### src/rtl/regfile_pkg.sv
// Shared widths and types for the register file and its scoreboard.
// Optional feature macro: REGFILE_BYPASS_EN (write-through reads, writeback-cycle issue).
package regfile_pkg;

  localparam int unsigned LEN_REGNO = 5;
  localparam int unsigned LEN_REG   = 32;
  localparam int unsigned NUM_REG   = 2 ** LEN_REGNO;

  typedef logic [LEN_REGNO-1:0] regno_t;
  typedef logic [LEN_REG-1:0]   reg_t;

endpackage

### src/rtl/regfile_if.sv
// Decode/issue and writeback signal bundle for the register file.
// master = pipeline side driving requests, slave = register file.
interface regfile_if;
  import regfile_pkg::*;

  regno_t rs_regno;
  regno_t rt_regno;
  logic   rs_use;
  logic   rt_use;
  reg_t   rs_data;
  reg_t   rt_data;
  logic   issue_valid;
  logic   issue_has_rd;
  regno_t issue_rd_regno;
  logic   stall;
  logic   is_wb;
  regno_t wb_regno;
  reg_t   wb_data;

  modport master (
    output rs_regno, rt_regno, rs_use, rt_use,
    output issue_valid, issue_has_rd, issue_rd_regno,
    output is_wb, wb_regno, wb_data,
    input  rs_data, rt_data, stall
  );

  modport slave (
    input  rs_regno, rt_regno, rs_use, rt_use,
    input  issue_valid, issue_has_rd, issue_rd_regno,
    input  is_wb, wb_regno, wb_data,
    output rs_data, rt_data, stall
  );

endinterface

### src/rtl/regfile_scoreboard.sv
// Per-register pending bits for in-flight producers and RAW/WAW stall generation.
// REGFILE_BYPASS_EN lets a consumer issue in its producer's writeback cycle.
module regfile_scoreboard
  import regfile_pkg::*;
(
  input  logic   clk,
  input  logic   rst,
  input  regno_t rs_regno,
  input  regno_t rt_regno,
  input  logic   rs_use,
  input  logic   rt_use,
  input  logic   issue_valid,
  input  logic   issue_has_rd,
  input  regno_t issue_rd_regno,
  input  logic   is_wb,
  input  regno_t wb_regno,
  output logic   stall
);

  logic [NUM_REG-1:0] pending_q;
  logic [NUM_REG-1:0] pending_d;
  logic [NUM_REG-1:0] busy;

  always_comb begin
    busy = pending_q;
`ifdef REGFILE_BYPASS_EN
    if (is_wb) busy[wb_regno] = 1'b0;
`endif
  end

  // WAW looks at raw pending bits: a destination is never bypassed.
  assign stall = issue_valid & ((rs_use & busy[rs_regno]) |
                                (rt_use & busy[rt_regno]) |
                                (issue_has_rd & pending_q[issue_rd_regno]));

  // Clear before set so a same-cycle issue to the written register keeps it pending.
  always_comb begin
    pending_d = pending_q;
    if (is_wb) pending_d[wb_regno] = 1'b0;
    if (issue_valid && !stall && issue_has_rd) pending_d[issue_rd_regno] = 1'b1;
  end

  always_ff @(posedge clk or negedge rst) begin
    if (!rst) begin
      pending_q <= '0;
    end else begin
      pending_q <= pending_d;
    end
  end

endmodule

### src/rtl/regfile.sv
// Architectural register file: one write port, two combinational read ports, hazard scoreboard.
// Define REGFILE_BYPASS_EN to forward same-cycle writeback data to the read ports.
module regfile
  import regfile_pkg::*;
(
  input logic      clk,
  input logic      rst,
  regfile_if.slave bus
);

  reg_t regs_q [NUM_REG];

  always_ff @(posedge clk or negedge rst) begin
    if (!rst) begin
      for (int i = 0; i < NUM_REG; i++) regs_q[i] <= '0;
    end else if (bus.is_wb) begin
      regs_q[bus.wb_regno] <= bus.wb_data;
    end
  end

  always_comb begin
    bus.rs_data = regs_q[bus.rs_regno];
    bus.rt_data = regs_q[bus.rt_regno];
`ifdef REGFILE_BYPASS_EN
    if (bus.is_wb && (bus.wb_regno == bus.rs_regno)) bus.rs_data = bus.wb_data;
    if (bus.is_wb && (bus.wb_regno == bus.rt_regno)) bus.rt_data = bus.wb_data;
`endif
  end

  regfile_scoreboard u_scoreboard (
    .clk            (clk),
    .rst            (rst),
    .rs_regno       (bus.rs_regno),
    .rt_regno       (bus.rt_regno),
    .rs_use         (bus.rs_use),
    .rt_use         (bus.rt_use),
    .issue_valid    (bus.issue_valid),
    .issue_has_rd   (bus.issue_has_rd),
    .issue_rd_regno (bus.issue_rd_regno),
    .is_wb          (bus.is_wb),
    .wb_regno       (bus.wb_regno),
    .stall          (bus.stall)
  );

endmodule

### src/flat_wrapper.sv
// flat-port wrapper written by rule: the top's interface ports become plain ports
module regfile_flat import regfile_pkg::*;
  (clk, rst, bus_rs_regno, bus_rt_regno, bus_rs_use, bus_rt_use, bus_issue_valid, bus_issue_has_rd, bus_issue_rd_regno, bus_is_wb, bus_wb_regno, bus_wb_data, bus_rs_data, bus_rt_data, bus_stall);
  regfile_if bus_i ();
  input logic clk;
  input logic rst;
  input wire logic [$bits(bus_i.rs_regno)-1:0] bus_rs_regno;
  input wire logic [$bits(bus_i.rt_regno)-1:0] bus_rt_regno;
  input wire logic [$bits(bus_i.rs_use)-1:0] bus_rs_use;
  input wire logic [$bits(bus_i.rt_use)-1:0] bus_rt_use;
  input wire logic [$bits(bus_i.issue_valid)-1:0] bus_issue_valid;
  input wire logic [$bits(bus_i.issue_has_rd)-1:0] bus_issue_has_rd;
  input wire logic [$bits(bus_i.issue_rd_regno)-1:0] bus_issue_rd_regno;
  input wire logic [$bits(bus_i.is_wb)-1:0] bus_is_wb;
  input wire logic [$bits(bus_i.wb_regno)-1:0] bus_wb_regno;
  input wire logic [$bits(bus_i.wb_data)-1:0] bus_wb_data;
  output wire logic [$bits(bus_i.rs_data)-1:0] bus_rs_data;
  output wire logic [$bits(bus_i.rt_data)-1:0] bus_rt_data;
  output wire logic [$bits(bus_i.stall)-1:0] bus_stall;
  assign bus_i.rs_regno = bus_rs_regno;
  assign bus_i.rt_regno = bus_rt_regno;
  assign bus_i.rs_use = bus_rs_use;
  assign bus_i.rt_use = bus_rt_use;
  assign bus_i.issue_valid = bus_issue_valid;
  assign bus_i.issue_has_rd = bus_issue_has_rd;
  assign bus_i.issue_rd_regno = bus_issue_rd_regno;
  assign bus_i.is_wb = bus_is_wb;
  assign bus_i.wb_regno = bus_wb_regno;
  assign bus_i.wb_data = bus_wb_data;
  assign bus_rs_data = bus_i.rs_data;
  assign bus_rt_data = bus_i.rt_data;
  assign bus_stall = bus_i.stall;
  regfile u_core (.clk(clk), .rst(rst), .bus(bus_i));
endmodule
### config.mk
export PLATFORM = sky130hd
export DESIGN_NAME = regfile_flat
export DESIGN_NICKNAME = d
export VERILOG_FILES = /design/src/rtl/regfile_pkg.sv /design/src/rtl/regfile_if.sv /design/src/rtl/regfile_scoreboard.sv /design/src/rtl/regfile.sv /design/src/flat_wrapper.sv
export SDC_FILE = /design/constraint.sdc
export NUM_CORES = 2
export LEC_CHECK = 0
export ABC_CLOCK_PERIOD_IN_PS = 9700
export BUFFER_PORTS_ARGS = -buffer_cell sky130_fd_sc_hd__buf_2
export CORE_UTILIZATION = 40
export CTS_CLUSTER_SIZE = 40
export DETAILED_ROUTE_END_ITERATION = 6
export GPL_TIMING_DRIVEN = 0
export PLACE_DENSITY = 0.66
export SYNTH_ARGS = -nofsm -noshare
export SYNTH_HDL_FRONTEND = slang
export SYNTH_SLANG_ARGS = --single-unit
### constraint.sdc
create_clock -name clk -period 9.7 [get_ports clk]
set_clock_uncertainty 0.2 [all_clocks]
set_input_delay 1.94 -clock clk [delete_from_list [all_inputs] [get_ports clk]]
set_output_delay 1.94 -clock clk [all_outputs]
set_load 0.01 [all_outputs]
==> impl_results.html <==
<table>
<tr><th>Metric</th><th>Value</th></tr>
<tr><th colspan="2">Global routing</th></tr>
<tr><td>Via count of the first global-routing pass</td><td>36200</td></tr>
<tr><td>Maximum number of pins on one net before global-route repair</td><td>156</td></tr>
<tr><td>First-pass GRT wire length</td><td>263000 um</td></tr>
<tr><td>Global router's overall resource usage</td><td>0.260</td></tr>
<tr><td>Residual overflow from global routing</td><td>0</td></tr>
<tr><td>Antenna violations before repair</td><td>9</td></tr>
<tr><th colspan="2">STA</th></tr>
<tr><td>Accumulated negative setup slack</td><td>0 ns</td></tr>
<tr><td>Final setup fails</td><td>0</td></tr>
<tr><td>Maximum clock rate</td><td>116 MHz</td></tr>
<tr><td>Shortest clock period the worst path allows after layout</td><td>8.60 ns</td></tr>
<tr><td>Portion of the clock cycle consumed by the worst path in the final layout</td><td>0.887</td></tr>
<tr><td>Unrepaired setup endpoints after global routing</td><td>false</td></tr>
<tr><td>Slew of the pin with the lowest slew margin</td><td>1.58 ns</td></tr>
<tr><td>Relative slew margins</td><td>-0.0556</td></tr>
<tr><td>Number of hold-slack violations in the final timing report</td><td>0</td></tr>
<tr><td>Fin. max-slew vios</td><td>22</td></tr>
<tr><th colspan="2">Power</th></tr>
<tr><td>Net Switching</td><td>3.68 mW</td></tr>
<tr><td>Switching part of the total power</td><td>0.273</td></tr>
<tr><td>Part of the power in registers</td><td>0.437</td></tr>
<tr><td>Overall power</td><td>13.5 mW</td></tr>
<tr><td>Internal portion of total power</td><td>9.80 mW</td></tr>
<tr><td>Combinational fraction of design power</td><td>0.219</td></tr>
<tr><td>Worst IR drop on VDD</td><td>0.140 mV</td></tr>
<tr><td>Areal power density over the cells</td><td>212 nW/um2</td></tr>
<tr><td>Clk pwr share</td><td>0.344</td></tr>
<tr><td>Leakage</td><td>26.7 nW</td></tr>
<tr><th colspan="2">Critical path</th></tr>
<tr><td>Longest individual stage delay on the worst path</td><td>1.13 ns</td></tr>
<tr><td>Slowest-stage cell, CP</td><td>sky130_fd_sc_hd__clkbuf_1</td></tr>
<tr><td>Startpoint type of the worst setup path</td><td>input pin</td></tr>
<tr><td>Crit path cell chain</td><td>buf_2 &gt; clkbuf_1 &gt; buf_1 &gt; clkbuf_1 &gt; mux4_2 &gt; mux4_2 &gt; mux2_2 &gt; buf_2</td></tr>
<tr><td>Worst reg2reg setup slack</td><td>7.00 ns</td></tr>
<tr><td>Crit Path Category</td><td>input pin to output pin</td></tr>
<tr><td>Logic depth of the worst register-to-register path</td><td>6</td></tr>
<tr><td>Reg-to-Reg End</td><td>u_core.u_scoreboard.busy[26]$_DFF_PN0_</td></tr>
<tr><td>Crit path arrival time</td><td>6.46 ns</td></tr>
<tr><td>Source of the worst register-to-register timing path</td><td>u_core.u_scoreboard.busy[25]$_DFF_PN0_</td></tr>
<tr><td>Required time of the worst setup path</td><td>7.56 ns</td></tr>
<tr><td>Peak fanout along the critical path</td><td>10</td></tr>
<tr><td>Critical Path End Type</td><td>output pin</td></tr>
<tr><th colspan="2">Synthesis</th></tr>
<tr><td>Top cells by area, synth</td><td>sky130_fd_sc_hd__dfrtp_1 47%, sky130_fd_sc_hd__mux4_2 26%, sky130_fd_sc_hd__mux2_2 22%</td></tr>
<tr><td>Number of synthesized flops with an enable pin</td><td>0</td></tr>
<tr><td>Synthesized netlist cell count</td><td>3358</td></tr>
<tr><td>Number of warnings printed during yosys synthesis</td><td>0</td></tr>
<tr><td>Number of synthesized register bits</td><td>1056</td></tr>
<tr><td>Number of nets produced by synthesis</td><td>3417</td></tr>
<tr><td>Number of different library cells in the post-synthesis netlist</td><td>37</td></tr>
<tr><td>Commonest cells in the synthesized netlist</td><td>1091 x sky130_fd_sc_hd__mux2_2, 1056 x sky130_fd_sc_hd__dfrtp_1, 657 x sky130_fd_sc_hd__mux4_2</td></tr>
<tr><td>Async SR Flop Fraction</td><td>1.00</td></tr>
<tr><td>Per-instance average area after synthesis</td><td>16.8 um2</td></tr>
<tr><td>Mapped cell area</td><td>56300 um2</td></tr>
<tr><td>Share of synthesized area occupied by flip-flops and latches</td><td>0.469</td></tr>
<tr><td>Most instantiated library cell after synthesis</td><td>sky130_fd_sc_hd__mux2_2</td></tr>
<tr><td>Top cell type by total area after synthesis</td><td>sky130_fd_sc_hd__dfrtp_1</td></tr>
<tr><td>Dominant register cell in the synthesized netlist</td><td>sky130_fd_sc_hd__dfrtp_1</td></tr>
<tr><td>Top cell type's share of synthesized area</td><td>0.469</td></tr>
<tr><th colspan="2">Hold path</th></tr>
<tr><td>Classification of the worst-slack hold path</td><td>flip-flop to flip-flop</td></tr>
<tr><td>Hold Crit Endpoint</td><td>u_core.regs_q[431]$_DFFE_PN0P_</td></tr>
<tr><td>Depth of the worst hold-timing path</td><td>1</td></tr>
<tr><td>HP Start</td><td>u_core.regs_q[431]$_DFFE_PN0P_</td></tr>
<tr><th colspan="2">Placement</th></tr>
<tr><td>HPWL after detailed placement</td><td>125000 um</td></tr>
<tr><td>Number of input and output port buffers inserted</td><td>119</td></tr>
<tr><td>Cell Count Post-Placement</td><td>5361</td></tr>
<tr><td>GP Congestion</td><td>0.882</td></tr>
<tr><th colspan="2">Clocking</th></tr>
<tr><td>Hold-fix buffer count after cts</td><td>0</td></tr>
<tr><td>Clock root cell</td><td>sky130_fd_sc_hd__clkbuf_16</td></tr>
<tr><td>CTS clk-pin slew, worst paths</td><td>0.06 ns</td></tr>
<tr><td>Number of buffers created by CTS</td><td>114</td></tr>
<tr><td>Buffers inserted during post-CTS setup optimization</td><td>0</td></tr>
<tr><td>Clk sink count</td><td>1056</td></tr>
<tr><td>Maximum number of buffers from clock root to sink</td><td>3</td></tr>
<tr><td>H-tree levels</td><td>3</td></tr>
<tr><td>Clock insertion delay at the later pin of the skew report</td><td>0.73 ns</td></tr>
<tr><td>Clock tree from TritonCTS</td><td>yes</td></tr>
<tr><td>Number of gates resized after CTS</td><td>0</td></tr>
<tr><th colspan="2">Floorplan</th></tr>
<tr><td>Cell Rows</td><td>137</td></tr>
<tr><td>Die height</td><td>377 um</td></tr>
<tr><td>Number of primary I/O pins</td><td>124</td></tr>
<tr><td>Die boundary width</td><td>377 um</td></tr>
<tr><td>DIE AREA</td><td>142000 um2</td></tr>
<tr><td>Starting density of the core</td><td>0.403</td></tr>
<tr><td>Core area</td><td>140000 um2</td></tr>
<tr><th colspan="2">Drt</th></tr>
<tr><td>Routed Wire Length</td><td>182000 um</td></tr>
<tr><td>Number of optimization iterations in the first detailed-route pass</td><td>5</td></tr>
<tr><td>Average wire per cell in the routed design</td><td>32.6 um</td></tr>
<tr><td>Via density per instance</td><td>6.29</td></tr>
<tr><td>Remaining number of nets flagged by the antenna check after routing</td><td>0</td></tr>
<tr><td>Via total after detailed routing</td><td>35100</td></tr>
<tr><td>Remaining design rule violation count</td><td>0</td></tr>
<tr><td>Initial detailed-routing violation count</td><td>3269</td></tr>
<tr><th colspan="2">Outcome</th></tr>
<tr><td>Violated checks</td><td>max-capacitance violations, max-slew violations</td></tr>
<tr><td>Status</td><td>finished, violations left</td></tr>
<tr><th colspan="2">Finish</th></tr>
<tr><td>Final instance count without filler cells</td><td>5578</td></tr>
<tr><td>Layout cells sized above 1</td><td>0.582</td></tr>
<tr><td>Number of inserted filler cells in the final layout</td><td>12300</td></tr>
<tr><td>Nets</td><td>3660</td></tr>
<tr><td>Growth of design area from synthesis to finish</td><td>12.7%</td></tr>
<tr><th colspan="2">Run</th></tr>
<tr><td>Number of maximum-capacitance violations</td><td>3</td></tr>
</table>
power groups by stage:
| stage | clock [mW] | sequential, mW | combinational, mW |
|---|---|---|---|
| after floorplan | 0 | 5.73 | 2.18 |
| after global placement | 0 | 5.88 | 2.89 |
| after detailed placement | 0 | 5.93 | 2.96 |
| after CTS | 4.69 | 5.86 | 2.97 |
| after global routing | 4.86 | 6.00 | 3.12 |
| final | 4.64 | 5.89 | 2.95 |
flip-flops by register name (all words and copies together) (netlist names):
| name | flops |
|---|---|
| u_core.regs_q | 1024 |
| u_core.u_scoreboard.busy | 32 |
metrics by stage:
stage               setup slack [ns]  area, um2   util  hold slack (ns)
floorplan                       3.46      56300      -            0.274
global placement              -16.93      59200  0.425            0.299
detailed placement              1.25      59500  0.426            0.308
CTS                             1.24      63400  0.455            0.322
global route                    1.22      63500  0.455            0.336
finish                          1.10      63500  0.455            0.320
critical path, delay by kind of cell:
kind,cells,cell delay (ns)
multiplexers,3,1.32
buffers and inverters,5,3.16
cells by family (layout without fill, tap and decap cells):
group	Yosys count	in the layout	share of synthesized area
muxes	1760	1760	0.485
DFF	1056	1056	0.469
buffers and inverters	358	697	0.0256
AOI/OAI and AO/OA	67	67	0.0105
and+or+nand+nor	117	117	0.00947
other	0	5	0
area by class of cell:
class                           instances  area, um2  area share
Multi-Input combinational cell       1944      28400       0.448
Sequential cell                      1056      26400       0.416
Clock buffer                          165       3350      0.0528
Tap cell                             1876       2350      0.0370
Buffer                                356       1450      0.0228
Timing Repair Buffer                  127        818      0.0129
Clock inverter                         47        632     0.00996
Antenna cell                            5       12.5    0.000197
Inverter                                2       7.51    0.000118
worst max path at each step:
stage / startpoint / end / slack [ns] / cells after the start
final: bus_rt_regno[1] / bus_rt_data[31] / 1.10 / 8
after global routing: bus_rt_regno[1] / bus_rt_data[31] / 1.22 / 8
after CTS: bus_rt_regno[1] / bus_rt_data[31] / 1.24 / 8
after detailed placement: bus_rt_regno[1] / bus_rt_data[31] / 1.25 / 8
after global placement: rst / u_core.regs_q[25]$_DFFE_PN0P_ / -16.93 / 1
after floorplan: bus_rs_regno[0] / bus_rs_data[10] / 3.46 / 6
layout by cell type, fill, tap and decap left out, drive strengths merged, types with 13 or more instances in the layout:
cell and instances:
buf 251, bufinv 13, clkbuf 397, clkinv 29
dfrtp 1056, mux2 1091, mux4 663, nand2 65
nor2 22, o21ai 22, o31ai 28
per-layer routing:
layer	GRT usage	up-vias	wire length, um
li1	-	13800	-
met1	0.350	19400	73500
met2	0.396	1458	83900
met3	0.0562	434	13700
met4	0.135	6	10700
met5	0	-	33
No activity file was read; power rests on OpenSTA's default activity.
